--- src/rtl/tap_data_path_if.sv ---
// Bus between the TAP controller side and the JTAG register datapath.
interface tap_data_path_if #(
  parameter int unsigned IR_W  = 4,
  parameter int unsigned UDR_W = 8
);
  logic [3:0]       TAP_STATE;
  logic             TDI;
  logic [UDR_W-1:0] UDR_CAPTURE;
  logic             TDO;
  logic             TDO_EN;
  logic [IR_W-1:0]  IR_OUT;
  logic [UDR_W-1:0] UDR_OUT;
  logic             UDR_UPDATE;

  // Controller / core side: drives state, serial input and capture value.
  modport master (
    output TAP_STATE, TDI, UDR_CAPTURE,
    input  TDO, TDO_EN, IR_OUT, UDR_OUT, UDR_UPDATE
  );

  // Datapath side.
  modport slave (
    input  TAP_STATE, TDI, UDR_CAPTURE,
    output TDO, TDO_EN, IR_OUT, UDR_OUT, UDR_UPDATE
  );
endinterface

--- src/rtl/tap_data_path.sv ---
// JTAG register datapath: IR, BYPASS, IDCODE and user DR, driven by the
// registered TAP state. TDO/TDO_EN launch on the falling edge of TCK.
module tap_data_path #(
  parameter int unsigned     IR_W       = 4,
  parameter logic [31:0]     IDCODE_VAL = 32'h1234_5001,
  parameter int unsigned     UDR_W      = 8,
  parameter logic [IR_W-1:0] INS_IDCODE = 4'b0001,
  parameter logic [IR_W-1:0] INS_USER   = 4'b0010,
  parameter logic [IR_W-1:0] INS_BYPASS = 4'b1111
) (
  input  logic               TCK,
  input  logic               TRST_N,
  tap_data_path_if.slave     bus
);

  typedef enum logic [3:0] {
    TEST_LOGIC_RESET = 4'd0,
    RUN_TEST_IDLE    = 4'd1,
    SELECT_DR        = 4'd2,
    CAPTURE_DR       = 4'd3,
    SHIFT_DR         = 4'd4,
    EXIT1_DR         = 4'd5,
    PAUSE_DR         = 4'd6,
    EXIT2_DR         = 4'd7,
    UPDATE_DR        = 4'd8,
    SELECT_IR        = 4'd9,
    CAPTURE_IR       = 4'd10,
    SHIFT_IR         = 4'd11,
    EXIT1_IR         = 4'd12,
    PAUSE_IR         = 4'd13,
    EXIT2_IR         = 4'd14,
    UPDATE_IR        = 4'd15
  } tap_state_e;

  tap_state_e       w_state;
  logic             w_sel_id;
  logic             w_sel_usr;
  logic             w_sel_byp;
  logic             w_dr_tdo;

  logic [IR_W-1:0]  r_ir_sr;
  logic [IR_W-1:0]  r_ir_out;
  logic             r_bypass;
  logic [31:0]      r_id_sr;
  logic [UDR_W-1:0] r_udr_sr;
  logic [UDR_W-1:0] r_udr_out;
  logic             r_udr_upd;
  logic             r_tdo;
  logic             r_tdo_en;

  assign w_state = tap_state_e'(bus.TAP_STATE);

  // DR select decode; explicit BYPASS and every undefined opcode share BYPASS.
  // IR_OUT only moves in Update_IR/Test_Logic_Reset, so the selection is
  // stable across any DR scan.
  always_comb begin
    w_sel_id  = (r_ir_out == INS_IDCODE);
    w_sel_usr = (r_ir_out == INS_USER);
    w_sel_byp = (r_ir_out == INS_BYPASS) || !(w_sel_id || w_sel_usr);
  end

  // Serial output of the currently selected DR.
  always_comb begin
    w_dr_tdo = r_bypass;
    if (w_sel_id)       w_dr_tdo = r_id_sr[0];
    else if (w_sel_usr) w_dr_tdo = r_udr_sr[0];
  end

  // Instruction register: capture, shift, update, soft reset.
  always_ff @(posedge TCK or negedge TRST_N) begin
    if (!TRST_N) begin
      r_ir_sr  <= '0;
      r_ir_out <= INS_IDCODE;
    end else begin
      case (w_state)
        TEST_LOGIC_RESET: r_ir_out <= INS_IDCODE;
        CAPTURE_IR:       r_ir_sr  <= IR_W'(2'b01);
        SHIFT_IR:         r_ir_sr  <= {bus.TDI, r_ir_sr[IR_W-1:1]};
        UPDATE_IR:        r_ir_out <= r_ir_sr;
        default:          ;
      endcase
    end
  end

  // Data registers: only the selected DR captures/shifts; user DR has an update stage.
  always_ff @(posedge TCK or negedge TRST_N) begin
    if (!TRST_N) begin
      r_bypass  <= 1'b0;
      r_id_sr   <= '0;
      r_udr_sr  <= '0;
      r_udr_out <= '0;
      r_udr_upd <= 1'b0;
    end else begin
      r_udr_upd <= 1'b0;
      case (w_state)
        CAPTURE_DR: begin
          if (w_sel_id)       r_id_sr  <= IDCODE_VAL;
          else if (w_sel_usr) r_udr_sr <= bus.UDR_CAPTURE;
          else if (w_sel_byp) r_bypass <= 1'b0;
        end
        SHIFT_DR: begin
          if (w_sel_id)       r_id_sr  <= {bus.TDI, r_id_sr[31:1]};
          else if (w_sel_usr) r_udr_sr <= {bus.TDI, r_udr_sr[UDR_W-1:1]};
          else if (w_sel_byp) r_bypass <= bus.TDI;
        end
        UPDATE_DR: begin
          if (w_sel_usr) begin
            r_udr_out <= r_udr_sr;
            r_udr_upd <= 1'b1;
          end
        end
        default: ;
      endcase
    end
  end

  // TDO launch on the falling edge so it is stable at the next rising sample.
  always_ff @(negedge TCK or negedge TRST_N) begin
    if (!TRST_N) begin
      r_tdo    <= 1'b0;
      r_tdo_en <= 1'b0;
    end else begin
      case (w_state)
        SHIFT_IR: begin
          r_tdo    <= r_ir_sr[0];
          r_tdo_en <= 1'b1;
        end
        SHIFT_DR: begin
          r_tdo    <= w_dr_tdo;
          r_tdo_en <= 1'b1;
        end
        default: begin
          r_tdo    <= 1'b0;
          r_tdo_en <= 1'b0;
        end
      endcase
    end
  end

  assign bus.TDO        = r_tdo;
  assign bus.TDO_EN     = r_tdo_en;
  assign bus.IR_OUT     = r_ir_out;
  assign bus.UDR_OUT    = r_udr_out;
  assign bus.UDR_UPDATE = r_udr_upd;

endmodule

--- src/flat_wrapper.sv ---
// flat-port wrapper written by rule: the top's interface ports become plain ports
module tap_data_path_flat 
#(
  parameter int unsigned     IR_W       = 4,
  parameter logic [31:0]     IDCODE_VAL = 32'h1234_5001,
  parameter int unsigned     UDR_W      = 8,
  parameter logic [IR_W-1:0] INS_IDCODE = 4'b0001,
  parameter logic [IR_W-1:0] INS_USER   = 4'b0010,
  parameter logic [IR_W-1:0] INS_BYPASS = 4'b1111
)
  (TCK, TRST_N, bus_TAP_STATE, bus_TDI, bus_UDR_CAPTURE, bus_TDO, bus_TDO_EN, bus_IR_OUT, bus_UDR_OUT, bus_UDR_UPDATE);
  tap_data_path_if #(.IR_W(IR_W), .UDR_W(UDR_W)) bus_i ();
  input  logic TCK;
  input  logic TRST_N;
  input wire logic [$bits(bus_i.TAP_STATE)-1:0] bus_TAP_STATE;
  input wire logic [$bits(bus_i.TDI)-1:0] bus_TDI;
  input wire logic [$bits(bus_i.UDR_CAPTURE)-1:0] bus_UDR_CAPTURE;
  output wire logic [$bits(bus_i.TDO)-1:0] bus_TDO;
  output wire logic [$bits(bus_i.TDO_EN)-1:0] bus_TDO_EN;
  output wire logic [$bits(bus_i.IR_OUT)-1:0] bus_IR_OUT;
  output wire logic [$bits(bus_i.UDR_OUT)-1:0] bus_UDR_OUT;
  output wire logic [$bits(bus_i.UDR_UPDATE)-1:0] bus_UDR_UPDATE;
  assign bus_i.TAP_STATE = bus_TAP_STATE;
  assign bus_i.TDI = bus_TDI;
  assign bus_i.UDR_CAPTURE = bus_UDR_CAPTURE;
  assign bus_TDO = bus_i.TDO;
  assign bus_TDO_EN = bus_i.TDO_EN;
  assign bus_IR_OUT = bus_i.IR_OUT;
  assign bus_UDR_OUT = bus_i.UDR_OUT;
  assign bus_UDR_UPDATE = bus_i.UDR_UPDATE;
  tap_data_path #(.IR_W(IR_W), .IDCODE_VAL(IDCODE_VAL), .UDR_W(UDR_W), .INS_IDCODE(INS_IDCODE), .INS_USER(INS_USER), .INS_BYPASS(INS_BYPASS)) u_core (.TCK(TCK), .TRST_N(TRST_N), .bus(bus_i));
endmodule
--- config.mk ---
export PLATFORM = sky130hd
export DESIGN_NAME = tap_data_path_flat
export DESIGN_NICKNAME = d
export VERILOG_FILES = /design/src/rtl/tap_data_path_if.sv /design/src/rtl/tap_data_path.sv /design/src/flat_wrapper.sv
export SDC_FILE = /design/constraint.sdc
export NUM_CORES = 1
export LEC_CHECK = 0
export CORE_ASPECT_RATIO = 0.5
export CORE_MARGIN = 8
export CORE_UTILIZATION = 39
export DETAILED_ROUTE_END_ITERATION = 8
export DONT_BUFFER_PORTS = 1
export MAX_ROUTING_LAYER = met4
export PLACE_DENSITY = 0.65
export SYNTH_ARGS = -nofsm -noshare
export SYNTH_HDL_FRONTEND = slang
export SYNTH_SLANG_ARGS = --single-unit
--- constraint.sdc ---
create_clock -name TCK -period 1.9 [get_ports TCK]
set_input_delay 0.19 -clock TCK [delete_from_list [all_inputs] [get_ports TCK]]
set_output_delay 0.19 -clock TCK [all_outputs]
set_load 0.03 [all_outputs]
Yosys cells after proc, flatten, opt, wreduce, memory -nomap -nowiden
Cells that the tools add are included.
W data, S select, Z words.
{"block": "totals", "reg_bits": 60, "latchBits": 0, "ramBits": 0, "mem_bits_ro": 0, "input_bits": 15, "output_inout_bits": 15, "wordCells": 63, "mem_count": 0}
{"block": "op_classes", "add_sub_neg": 0, "n_mul": 0, "n_div": 0, "order_cmp": 0, "eq_ne": 19, "n_shift": 0, "n_mux": 23, "bitwise": 0, "n_reduce_logical": 12}
{"operator": "$mux W32", "n": 2}
{"operator": "$pmux W32 S2", "n": 1}
{"operator": "$mux W8", "n": 4}
{"operator": "$eq A4 B4 Y1 const B", "n": 5}
{"operator": "$pmux W4 S2", "n": 2}
{"operator": "$pmux W8 S2", "n": 1}
{"operator": "$ne A2 B1 Y1 const B", "n": 6}
{"operator": "$mux W1", "n": 11}
{"operator": "$eq A4 B2 Y1 const B", "n": 2}
{"operator": "$ne A2 B2 Y1 const B", "n": 4}
{"operator": "$reduce_and A7 Y1", "n": 1}
{"operator": "$reduce_bool A2 Y1", "n": 3}
{"operator": "$reduce_and A5 Y1", "n": 1}
{"operator": "$eq A4 B1 Y1 const B", "n": 1}
{"operator": "$eq A4 B3 Y1 const B", "n": 1}
{"operator": "$logic_not A4 Y1", "n": 1}
{"operator": "$pmux W1 S2", "n": 2}
{"operator": "$reduce_and A3 Y1", "n": 1}
{"operator": "$logic_or A1 B1 Y1", "n": 2}
{"operator": "$reduce_and A2 Y1", "n": 1}
{"operator": "$reduce_or A2 Y1", "n": 1}
{"operator": "$logic_not A1 Y1", "n": 1}

Longest topological paths before layout
{"block": "depth", "word_depth": 8, "mapped_depth": 6, "depth_no_buf": 3}

==> Flow_metrics.wiki <==
{| class="wikitable"
! Metric !! Value
|-
| Largest buffer count on any clock path || 2
|-
| Leak pwr || around 1.4 nW
|-
| Portion of the post-synthesis area used by sequential elements || 60.2%
|-
| Arrival time reported for the critical path endpoint || around 1500 ps
|-
| Fraction of final layout cells with drive strength greater than 1 || between 30% and 40%
|-
| Startpoint of the tightest hold check path || bus_TAP_STATE[0]
|-
| Cell taking the most area after synthesis || sky130_fd_sc_hd__dfrtp_1
|-
| Number of max-cap violations || 0
|-
| Setup crit start kind || register
|-
| Starting density of the core || between 40% and 50%
|-
| Largest net degree at the start of global routing || between 50 and 60
|-
| Area share of the leading cell type in the synthesized netlist || around 57%
|-
| CP max FO || 2
|-
| Post-DP HPWL || 3280 µm
|-
| Total nets after synthesis || approximately 200
|-
| DRC viols || 0
|-
| Area of the die || approximately 9400 µm²
|-
| Clock tree root driver cell || sky130_fd_sc_hd__clkbuf_16
|-
| Result of the run || complete, but fails checks
|-
| Number of synthesized flops with an enable pin || 0
|-
| Setup slack after layout || -416 ps
|-
| Max-slew headroom || around 77%
|-
| Most frequent cells in the layout || 55 x sky130_fd_sc_hd__dfrtp_1, 23 x sky130_fd_sc_hd__a22o_1, 16 x sky130_fd_sc_hd__mux2_2
|-
| Via count || about 1.6k
|-
| Cell area after technology mapping || around 2500 µm²
|-
| Sum of negative setup slack || -860 ps
|-
| Finished Layout Cells || ~300
|-
| TritonCTS clock tree || built
|-
| Peak supply drop || between 0.5 and 0.6 mV
|-
| Cells after Synth || about 190
|-
| Count of TritonRoute iterations in the first routing pass || 4
|-
| Wirelength per Cell || between 15 and 20 µm
|-
| Flip-flop and latch count after synthesis || 60
|-
| Number of unique standard cell types used by synthesis || 37
|-
| Most frequent standard cell in the layout excluding fill and tap cells || sky130_fd_sc_hd__dfrtp_1
|-
| Site row count || 20
|-
| Overall routing resource usage || between 10% and 20%
|-
| DP Cell Count || roughly 280
|-
| Flip-flop cell with the highest count after synthesis || sky130_fd_sc_hd__dfrtp_1
|-
| Worst hold path type || input port to register
|-
| Sequential cell area in the final layout || around 1500 µm²
|-
| Critical path data required time || ~1100 ps
|-
| Warning count from the yosys run || 0
|-
| Number of input and output port buffers inserted || 0
|-
| Iteration-0 DRC Markers || between 60 and 70
|-
| Die width || approximately 130 µm
|-
| Critical path capture point type || register
|-
| Tot Pwr || ~3.4 mW
|-
| Final setup violation count || 11
|-
| Number of sinks handled by clock tree synthesis || 60
|-
| Core Box Area || around 6100 µm²
|-
| Class of the most critical setup path || register to register
|-
| Async set-or-reset flop fraction in the synthesized netlist || between 90% and 100%
|-
| Boundary Pins || 30
|-
| Clock latency on the worst-skew pair || ~330 ps
|-
| Multi-input combinational cell area || 1000 µm²
|-
| Deepest level of the CTS H-tree || 3
|-
| Net count reported at finish || ~220
|-
| Num CTS Buffers || 9
|-
| Final Wtd Congestion || between 0.7 and 0.8
|-
| Number of antenna repair diodes || 0
|-
| Antenna violations before repair || 0
|-
| Y dimension of the die || ~73 µm
|-
| Number of vias per cell after detailed routing || ~5.5
|-
| Global route total overflow || 0
|-
| Critical Path Source || u_core.bus.IR_OUT[0]
|-
| Setup repair after global routing missed its margin || true
|-
| Area growth from synthesis to final layout || 24.0%
|-
| Count of filler cells inserted in the layout || ~530
|-
| Violated checks || setup timing
|-
| Number of max-slew violations in the final report || 0
|-
| Clk_skew || 8.22 ps
|-
| Synth area leaders || sky130_fd_sc_hd__dfrtp_1 57%, sky130_fd_sc_hd__mux2_2 11%, sky130_fd_sc_hd__a22o_1 8.1%, sky130_fd_sc_hd__o22a_1 2.8%, sky130_fd_sc_hd__dfrtn_1 2.0%
|-
| Wire length after detailed routing || roughly 5300 µm
|-
| Slew at the pin with the worst max-slew slack || 350 ps
|-
| Clock transition at the register clock pins on the worst setup and hold paths after CTS || 50 ps
|-
| Count of endpoints failing hold in the final timing report || 0
|-
| Post-route antenna net violation count || 0
|-
| Launching point of the worst reg2reg path || u_core.bus.IR_OUT[0]
|-
| First-pass GRT wire length || a little under 9000 µm
|-
| Total power density per cell area || between 1000 and 1500 nW/µm²
|-
| Mean post-synth cell area || roughly 13 µm²
|-
| Via count of the first global-routing pass || 1604
|}
-- metrics by stage --
| step | utilization, % | setup WS (ps) | area (µm²) | hold slack (ps) |
|---|---|---|---|---|
| 2_1_floorplan | - | -569 | 2520 | -106 |
| 3_3_place_gp | 44.1 | -371 | 2710 | -104 |
| 3_5_place_dp | 44.1 | -402 | 2710 | -104 |
| 4_1_cts | 49.3 | -414 | 3020 | 4.59 |
| 5_1_grt | 50.5 | -457 | 3090 | 3.27 |
| 6_report | 50.5 | -416 | 3090 | 9.34 |
-- final timing paths --
check / end / cells after the start / slack (ps)
worst max register to register: u_core.bus.TDO / 3 / -420
worst min register to register: u_core.r_id_sr[14] / 1 / 490
max in group asynchronous: u_core.bus.IR_OUT[0] / 2 / 1240
min in group asynchronous: u_core.r_ir_sr[2] / 2 / 380
worst max-delay path: u_core.bus.TDO / 3 / -420
worst min-delay path: u_core.r_ir_sr[1] / 2 / 9
-- power breakdown --
part | leakage [nW] | switching (mW) | internal, mW
clock network | 0.135 | 0.535 | 0.905
registers | 0.788 | 0.120 | 1.46
logic | 0.472 | 0.164 | 0.209
-- sequential cells by signal, summed over array words and instances, names as in the netlist --
register,count
u_core.bus.UDR_UPDATE,1
u_core.r_udr_sr,8
u_core.r_ir_sr,4
u_core.r_id_sr,32
u_core.bus.IR_OUT,4
u_core.bus.UDR_OUT,8
u_core.bus.TDO_EN,1
u_core.r_bypass,1
u_core.bus.TDO,1
-- cell usage after synthesis (4+ instances only) --
cell type,n
sky130_fd_sc_hd__nor2_1,6
sky130_fd_sc_hd__nand2_1,7
sky130_fd_sc_hd__o21ai_0,4
sky130_fd_sc_hd__inv_1,4
sky130_fd_sc_hd__a22o_1,23
sky130_fd_sc_hd__mux2_2,24
sky130_fd_sc_hd__o22ai_1,4
sky130_fd_sc_hd__a21oi_1,6
sky130_fd_sc_hd__dfrtp_1,57
sky130_fd_sc_hd__o22a_1,8
sky130_fd_sc_hd__buf_2,4
sky130_fd_sc_hd__clkbuf_1,5
-- what timing repair did --
action / 4_1_cts / 5_1_grt
resized for setup: 3 / 12
pin swaps: 2 / 1
endpoints found under the setup margin: 11 / 22
hold buffers: 2 / 0
endpoints found under the hold margin: 58 / 0
setup buffers: 0 / 1
-- cell families after synthesis --
family | synth area share, %
simple gates | 8.92
compound gates | 17.9
mux | 10.8
flops | 60.2
buf+inv | 2.16
-- metal layers --
| metal | GRT usage [%] | part of all wire (%) | vias up |
|---|---|---|---|
| li1 | - | - | 741 |
| met1 | 14.8 | 44 | 833 |
| met2 | 18.6 | 48 | 37 |
| met3 | 4.88 | 5.4 | 10 |
| met4 | 5.81 | 1.8 | 0 |
| met5 | - | 0 | - |
-- critical path, stage by stage (launching register included) --
cell                      delay, ps
sky130_fd_sc_hd__dfstp_2        530
sky130_fd_sc_hd__or4b_4         470
sky130_fd_sc_hd__o21ai_2        140
sky130_fd_sc_hd__o31ai_2         70
-- layout make-up --
| cell class | instances | area share [%] |
|---|---|---|
| sequential | 60 | 48.6 |
| timing repair buffer | 16 | 6.23 |
| clock buffer | 11 | 7.84 |
| tap | 88 | 3.56 |
| multi-input combinational | 113 | 32.3 |
| inverter | 4 | 0.485 |
| clock inverter | 5 | 0.890 |
No activity file was read; power rests on OpenSTA's default activity.
